--- config.mk ---
export PLATFORM = sky130hd
export DESIGN_NAME = mul_nbit
export DESIGN_NICKNAME = d
export VERILOG_FILES = /design/src/rtl/mul_nbit_pkg.sv /design/src/rtl/mul_unsigned_nbit.sv /design/src/rtl/mul_nbit.sv
export SDC_FILE = /design/constraint.sdc
export NUM_CORES = 1
export LEC_CHECK = 0
export ABC_AREA = 1
export BUFFER_PORTS_ARGS = -buffer_cell sky130_fd_sc_hd__clkbuf_2
export CORE_ASPECT_RATIO = 2
export CORE_MARGIN = 5
export CORE_UTILIZATION = 40
export CTS_BUF_LIST = sky130_fd_sc_hd__clkbuf_8
export CTS_CLUSTER_DIAMETER = 60
export DETAILED_ROUTE_END_ITERATION = 12
export GPL_ROUTABILITY_DRIVEN = 0
export PLACE_DENSITY = 0.66
export SLEW_MARGIN = 10
export SYNTH_ARGS = -nofsm -noshare
export SYNTH_HDL_FRONTEND = slang
export SYNTH_HIERARCHICAL = 1
export SYNTH_SLANG_ARGS = --single-unit
--- constraint.sdc ---
create_clock -name clk -period 2.95 [get_ports clk]
set_input_delay 0.1475 -clock clk [delete_from_list [all_inputs] [get_ports clk]]
set_output_delay 0.1475 -clock clk [all_outputs]
set_load 0.02 [all_outputs]
--- src/rtl/mul_nbit_pkg.sv ---
// Shared types and helpers for the mul_nbit multiplier.
// MUL_NBIT_RADIX4_EN selects two multiplier bits per CALC cycle.
package mul_nbit_pkg;

  typedef enum logic [1:0] {
    STATE_IDLE = 2'd0,
    STATE_CALC = 2'd1,
    STATE_DONE = 2'd2
  } state_e;

  // Operands are extended to this width before taking magnitudes.
  localparam int unsigned ABS_W = 128;

`ifdef MUL_NBIT_RADIX4_EN
  localparam int unsigned BITS_PER_ITER = 2;
`else
  localparam int unsigned BITS_PER_ITER = 1;
`endif

  function automatic int unsigned iter_count(input int unsigned size);
    return size / BITS_PER_ITER;
  endfunction

  function automatic logic [ABS_W-1:0] abs_if_signed(input logic [ABS_W-1:0] value,
                                                     input logic             is_signed);
    return (is_signed && value[ABS_W-1]) ? ('0 - value) : value;
  endfunction

endpackage

--- src/rtl/mul_unsigned_nbit.sv ---
// Unsigned iterative shift-add multiplier core with start/ready/valid handshake.
// MUL_NBIT_RADIX4_EN: two multiplier bits per cycle using a precomputed 3*A.
module mul_unsigned_nbit
  import mul_nbit_pkg::*;
#(
  parameter int unsigned SIZE = 32
) (
  input  logic              clk,
  input  logic              reset,
  input  logic              start,
  input  logic [SIZE-1:0]   multiplicand,
  input  logic [SIZE-1:0]   multiplier,
  output logic              ready,
  output logic              valid,
  output logic [2*SIZE-1:0] product
);

  localparam int unsigned ITERS = iter_count(SIZE);
  localparam int unsigned CW    = $clog2(ITERS + 1);

  state_e              state_q, state_d;
  logic [2*SIZE-1:0]   acc_q, acc_d;
  logic [CW-1:0]       cnt_q, cnt_d;
  logic [SIZE-1:0]     b_q, b_d;
  logic                accept;

`ifdef MUL_NBIT_RADIX4_EN
  logic [SIZE-1:0]     a_q, a_d;
  logic [SIZE+1:0]     a3_q, a3_d;
  logic [SIZE+1:0]     pp;
`else
  logic [2*SIZE-1:0]   a_q, a_d;
`endif

  assign accept = start && (state_q == STATE_IDLE);

  always_ff @(posedge clk) begin
    if (reset) state_q <= STATE_IDLE;
    else       state_q <= state_d;
  end

  always_comb begin
    state_d = state_q;
    unique case (state_q)
      STATE_IDLE: if (start) state_d = STATE_CALC;
      STATE_CALC: if (cnt_q == CW'(ITERS - 1)) state_d = STATE_DONE;
      STATE_DONE: state_d = STATE_IDLE;
      default:    state_d = STATE_IDLE;
    endcase
  end

  always_comb begin
    ready = (state_q == STATE_IDLE);
    valid = (state_q == STATE_DONE);
  end

`ifdef MUL_NBIT_RADIX4_EN
  always_comb begin
    unique case (b_q[1:0])
      2'b00:   pp = '0;
      2'b01:   pp = {2'b00, a_q};
      2'b10:   pp = {1'b0, a_q, 1'b0};
      default: pp = a3_q;
    endcase
  end

  // A stays unshifted; the partial product is aligned by the iteration count.
  always_comb begin
    acc_d = acc_q;
    cnt_d = cnt_q;
    a_d   = a_q;
    a3_d  = a3_q;
    b_d   = b_q;
    if (accept) begin
      acc_d = '0;
      cnt_d = '0;
      a_d   = multiplicand;
      a3_d  = (SIZE+2)'(multiplicand) + {1'b0, multiplicand, 1'b0};
      b_d   = multiplier;
    end else if (state_q == STATE_CALC) begin
      acc_d = acc_q + ((2*SIZE)'(pp) << {cnt_q, 1'b0});
      cnt_d = cnt_q + CW'(1);
      b_d   = b_q >> 2;
    end
  end

  always_ff @(posedge clk) begin
    if (reset) begin
      acc_q <= '0;
      cnt_q <= '0;
      a_q   <= '0;
      a3_q  <= '0;
      b_q   <= '0;
    end else begin
      acc_q <= acc_d;
      cnt_q <= cnt_d;
      a_q   <= a_d;
      a3_q  <= a3_d;
      b_q   <= b_d;
    end
  end
`else
  always_comb begin
    acc_d = acc_q;
    cnt_d = cnt_q;
    a_d   = a_q;
    b_d   = b_q;
    if (accept) begin
      acc_d = '0;
      cnt_d = '0;
      a_d   = (2*SIZE)'(multiplicand);
      b_d   = multiplier;
    end else if (state_q == STATE_CALC) begin
      acc_d = acc_q + (b_q[0] ? a_q : '0);
      cnt_d = cnt_q + CW'(1);
      a_d   = a_q << 1;
      b_d   = b_q >> 1;
    end
  end

  always_ff @(posedge clk) begin
    if (reset) begin
      acc_q <= '0;
      cnt_q <= '0;
      a_q   <= '0;
      b_q   <= '0;
    end else begin
      acc_q <= acc_d;
      cnt_q <= cnt_d;
      a_q   <= a_d;
      b_q   <= b_d;
    end
  end
`endif

  assign product = acc_q;

endmodule

--- src/rtl/mul_nbit.sv ---
// Signed/unsigned/mixed SIZE x SIZE multiplier returning the full 2*SIZE product.
// MUL_NBIT_RADIX4_EN halves the CALC phase; results are identical in both builds.
module mul_nbit
  import mul_nbit_pkg::*;
#(
  parameter int unsigned SIZE = 32
) (
  input  logic              clk,
  input  logic              reset,
  input  logic              start,
  input  logic              is_signed_a,
  input  logic              is_signed_b,
  input  logic [SIZE-1:0]   multiplicand,
  input  logic [SIZE-1:0]   multiplier,
  output logic              ready,
  output logic              valid,
  output logic [2*SIZE-1:0] product
);

  logic [SIZE-1:0]   mag_a, mag_b;
  logic              neg_d, neg_q;
  logic              core_ready, core_valid;
  logic [2*SIZE-1:0] core_acc, result, product_q;

  assign mag_a = SIZE'(abs_if_signed({{(ABS_W-SIZE){is_signed_a & multiplicand[SIZE-1]}},
                                      multiplicand}, is_signed_a));
  assign mag_b = SIZE'(abs_if_signed({{(ABS_W-SIZE){is_signed_b & multiplier[SIZE-1]}},
                                      multiplier}, is_signed_b));
  assign neg_d = (is_signed_a & multiplicand[SIZE-1]) ^ (is_signed_b & multiplier[SIZE-1]);

  mul_unsigned_nbit #(.SIZE(SIZE)) u_core (
    .clk          (clk),
    .reset        (reset),
    .start        (start),
    .multiplicand (mag_a),
    .multiplier   (mag_b),
    .ready        (core_ready),
    .valid        (core_valid),
    .product      (core_acc)
  );

  assign result = neg_q ? ('0 - core_acc) : core_acc;

  // The core accumulator is final during DONE; capture the signed result there
  // so it stays held across later accepts until the next DONE.
  always_ff @(posedge clk) begin
    if (reset) begin
      neg_q     <= 1'b0;
      product_q <= '0;
    end else begin
      if (start && core_ready) neg_q <= neg_d;
      if (core_valid)          product_q <= result;
    end
  end

  assign ready   = core_ready;
  assign valid   = core_valid;
  assign product = core_valid ? result : product_q;

endmodule

Word-level counts from Yosys, hierarchy flattened --
Index checks and enable logic that the tools add are counted.
Storage, ports and cells: register bits after elaboration 233, input bits 69, word-level logic and storage cells 40
Operators by class: add/sub/neg operators 5, equal/unequal tests 5, multiplexer cells 12, bitwise gates (word level) 3, reduce and logical (&&, ||, !) cells 7
Operator list (number):
- $mux 32 | 6
- $mux 64 | 3
- $add 64x64->64 | 1
- $sub 1x32->32 const A | 2
- $sub 1x64->64 const A | 1
- $add 6x1->6 const B | 1
- $eq 6x5->1 const B | 1
- $mux 2 | 2
- $pmux 2 s2 | 1
- $logic_and 1x1->1 | 3
- $and 1x1->1 | 2
- $eq 2x1->1 const B | 1
- $eq 2x2->1 const B | 1
- $logic_not 2->1 | 1
- $ne 2x1->1 const B | 1
- $ne 2x2->1 const B | 1
- $reduce_and 2->1 | 1
- $reduce_bool 2->1 | 1
- $reduce_or 2->1 | 1
- $xor 1x1->1 | 1

Longest topological paths before layout --
word-level depth 4, mapped depth 21, mapped depth without buffers 19

Cells and area by module --
Netlist, hierarchy kept.
Modules (own cells, without submodules):
- mul_unsigned_nbit | instances 1, cells each 2291, area each 12744.7 um^2, sequential area each 3363.2 um^2
- mul_nbit | instances 1, cells each 1151, area each 6627.6 um^2, sequential area each 1301.2 um^2

Worst setup path after synthesis --
Ideal clock, no wire load.
path type reg2reg, start register u_core.b_q[0], end register u_core.acc_q[40] (netlist: u_core/product[40]), arrival 2.335 ns, required time 2.837 ns, path slack 0.502 ns, cell stages (with the launch flop) 19, buffers on the path 2, cell sequence dfxtp_1 -> clkbuf_1 -> buf_1 -> nand2_1 -> inv_1 -> ha_1 -> fa_1 -> nand3_1 -> nand3_1 -> nand2_1 -> nand2_1 -> nand2_1 -> nand3_2 -> nand2_1 -> nand2_1 -> nand2_1 -> nand2_1 -> o21ai_1 -> inv_1
On the way: longest elaborated chain between the ends 2
RTL lines:
- from (decl) | line mul_unsigned_nbit.sv:24 | logic [SIZE-1:0] b_q, b_d;
- from (signal assigned) | line mul_unsigned_nbit.sv:126 | b_q <= '0;
- from (signal assigned) | line mul_unsigned_nbit.sv:131 | b_q <= b_d;
- $mux 64 | line mul_unsigned_nbit.sv:114 | acc_d = acc_q + (b_q[0] ? a_q : '0);
- $add 64x64->64 | line mul_unsigned_nbit.sv:114
- to (signal assigned) | line mul_unsigned_nbit.sv:123 | acc_q <= '0;
- to (signal assigned) | line mul_unsigned_nbit.sv:128 | acc_q <= acc_d;
- to (decl) | line mul_unsigned_nbit.sv:22 | logic [2*SIZE-1:0] acc_q, acc_d;
No other way between the ends. A chain may end at the register's enable or synchronous reset.

Final worst setup path --
start register u_core.acc_q[0] (netlist: u_core/product[0]), end output product[54]
On the way: longest elaborated chain between the ends 3
RTL lines:
- $sub 1x64->64 | line mul_nbit.sv:42 | assign result = neg_q ? ('0 - core_acc) : core_acc;
- $mux 64 | line mul_nbit.sv:42
- $mux 64
- to (decl) | line mul_nbit.sv:17 | output logic [2*SIZE-1:0] product
No other way between the ends.

==> impl_metrics.ini <==
[hold_path]
worstHoldStart = multiplicand[1]
hold_path.class = primary input to register

[route]
drc_errors = 0
drt-vias-per-instance = 4.94
drtIter0Drc = 1097
routed_wl_um = 69200
via_count = 21100
avgRoutedWirePerCell_um = 16.2
drtAntennaViolNets = 0
dr.pass1.iters = 8

[pwr]
internal_power_mw = 5.47
p_seq_share_pct = 41.7
combPwrFrac_pct = 23.0
powerDensity_nw_per_um2 = 375
p_sw_share_pct = 34.1
switchingPower_mw = 2.83
peakVddDrop_v = 0.000241
power_frac_clock_pct = 35.2
leakagePower_nw = 12.4

[setup_path]
path_common_cell = nand2_1
crit_path_start = u_core/product[0]
critPathKind = register to primary output
crit_chain = buf_4, inv_1, ha_1, nand2_2, o21ai_1, nand2_1, nor2_4, nand2_1, nand2_1, nand3_1, nand2_1, clkbuf_2
r2r_slack_ns = 0.22
worst_path_largest_cell_delay_ns = 0.32
worst_setup_path_end_kind = primary output
start_kind = register
cp_max_fo = 4
cp.required_ns = 2.80
slowest_stage = dfxtp_1
crit_arrival_ns = 2.66
reg2reg_from = u_core/b_q[0]

[final_layout]
fin_area_sq_um = 22100
ff_latch_area_sq_um = 4670
syn2layout_area_growth_pct = 14.3
fill_cells = 5366
finalNonFillerCells = 4279
fin_nets = 3753
drive_gt1_share_pct = 11.0
multiInputGateArea_sq_um = 12100

[floorplan]
dieWidth_um = 166
start_util_pct = 40.2
die_area_sq_um = 53200
core-area_sq_um = 48200
io-pin-count = 135
rows = 114
die_y_um = 321

[logic_synthesis]
synth-seq-cells = 233
syn_inst = 3442
postSynthAreaPerCell_sq_um = 5.63
synth-async-reset-ratio_pct = 0
yosys_warnings = 6
syn_area_sq_um = 19400
yosysTopAreaCellShare_pct = 24.3
synth-edff-count = 0
syn_nets = 3579
yosysTopAreaCell = nand2_1
synth_common_cells = nand2_1, inv_1, nor2_1
synth-main-ff-cell = dfxtp_1
synth_area_leaders = nand2_1, dfxtp_1, inv_1
synthDistinctLibCells = 48
synth_most_common_cell = nand2_1
yosysSeqAreaShare_pct = 24.1

[cts]
h-tree-depth = 2
numCtsBuffers = 38
clkTransAtPathRegs_ns = 0.07
cts_buffer_depth = 3
post_cts.repair.setup_buffers = 0
cts_sinks = 233
cts-root-buf = clkbuf_8
cts_tree = yes
worstSkewPairLatency_ns = 0.60

[grt]
antenna_found_initial = 1
first_global_vias = 20500
grt.overflow.total = 0
grt_first_pass_wirelength_um = 108000
grt_use_met3_pct = 3.23
grt_start_max_net_pins = 132
groute.usage.overall_pct = 25.2
grtUsageMet2_pct = 47.9
grt.busiest_layer = met2
use_met1_pct = 23.1

[placement]
portBuffers = 134
dp_cells = 4155
detailed_place.area_sq_um = 20800
post-dp-hpwl_um = 54500

[sta]
rsz0062_at_grt = no
min_period_ns = 2.81
drv_slew = 0
worst_slew_pin_slew_ns = 0.883
hold_viol = 0
fmax_mhz = 356
setup_viol = 0
hold_slack_ns = 0.0311
slew_headroom_pct = 41.1
finalCritPeriodShare_pct = 95.3
finClkSkew_ns = 0.0474
setup_tns_ns = 0

[outcome]
run_status = completed

[run]
max-cap-violations = 0
flip-flops by register name, summed over array words and instances (netlist names):
register / cells
u_core/cnt_q: 6
u_core/state_q: 2
product_q: 64
u_core/a_q: 64
u_core/b_q: 32
u_core/product: 64
neg_q: 1
cells in the final DEF, fill, tap and decap left out, types with 26 or more instances in the layout:
master         instances
or2_2                 39
dlygate4sd3_1         59
nand4_1               29
xor2_1                76
buf_4                 38
a21oi_1              113
nand2_1             1253
clkbuf_8              44
clkbuf_2             133
nor2_2                35
nand2_2               26
nand3_1              176
a31oi_1               63
dfxtp_1              229
ha_1                  66
o21ai_0               63
nor2_1               422
inv_1                588
worst max-delay path, delay by kind of cell (launching register included):
kind | cells | cell delay [ns]
compound gates | 1 | 0.21
fa+ha+maj | 1 | 0.21
buf+inv | 3 | 0.43
flops | 1 | 0.32
simple gates | 7 | 0.91
per-layer routing:
metal  vias up  wire length, um
met1      9404            23400
met5         -                0
li1      10800                -
met3       289             2680
met4         0             7270
met2       606            35900
timing repair:
| action | 4_1_cts | 5_1_grt |
|---|---|---|
| endpoints found under the hold margin | 65 | 0 |
| gates resized for setup | 0 | 6 |
| setup endpoints to repair | 0 | 4 |
| hold buffers | 59 | 0 |
cell type report:
type	count	share of cell area [%]
tap	638	3.61
clock inverter	20	0.639
antenna	1	0.0113
sequential	233	21.1
multi-input combinational	2517	54.5
timing repair buffer	234	7.33
clock buffer	44	2.74
inverter	592	10.1
power by group through the flow:
stage / Sequential [mW] / Clock, mW / Combinational (mW)
final: 3.46 / 2.92 / 1.91
after global routing: 3.47 / 3.14 / 2.12
after CTS: 3.46 / 3.03 / 1.90
after detailed placement: 3.53 / 0 / 1.83
after global placement: 3.53 / 0 / 1.81
after floorplan: 3.43 / 0 / 1.35
through the flow:
step | utilization, % | total power [mW] | worst slack, ns
after global routing | 45.9 | 8.73 | 0.0227
after global placement | 43.1 | 5.34 | 0.100
after CTS | 45.9 | 8.38 | 0.0906
after detailed placement | 43.1 | 5.35 | 0.197
after floorplan | - | 4.79 | 0.502
final | 45.9 | 8.30 | 0.138
final timing paths:
path | to | cells past startpoint
setup reg to reg | u_core/product[55] | 16
hold / removal | u_core/a_q[1] | 5
hold reg to reg | u_core/b_q[31] | 2
setup / recovery | product[54] | 12
logic make-up after synthesis:
group           Yosys count  synth area share [%]
compound gates          290                  8.46
simple gates           2059                  44.7
xor+xnor                100                  4.52
flops                   233                  24.1
fa+ha+maj                68                  4.43
buf+inv                 692                  13.8
Power figures use the tool's default switching activity.
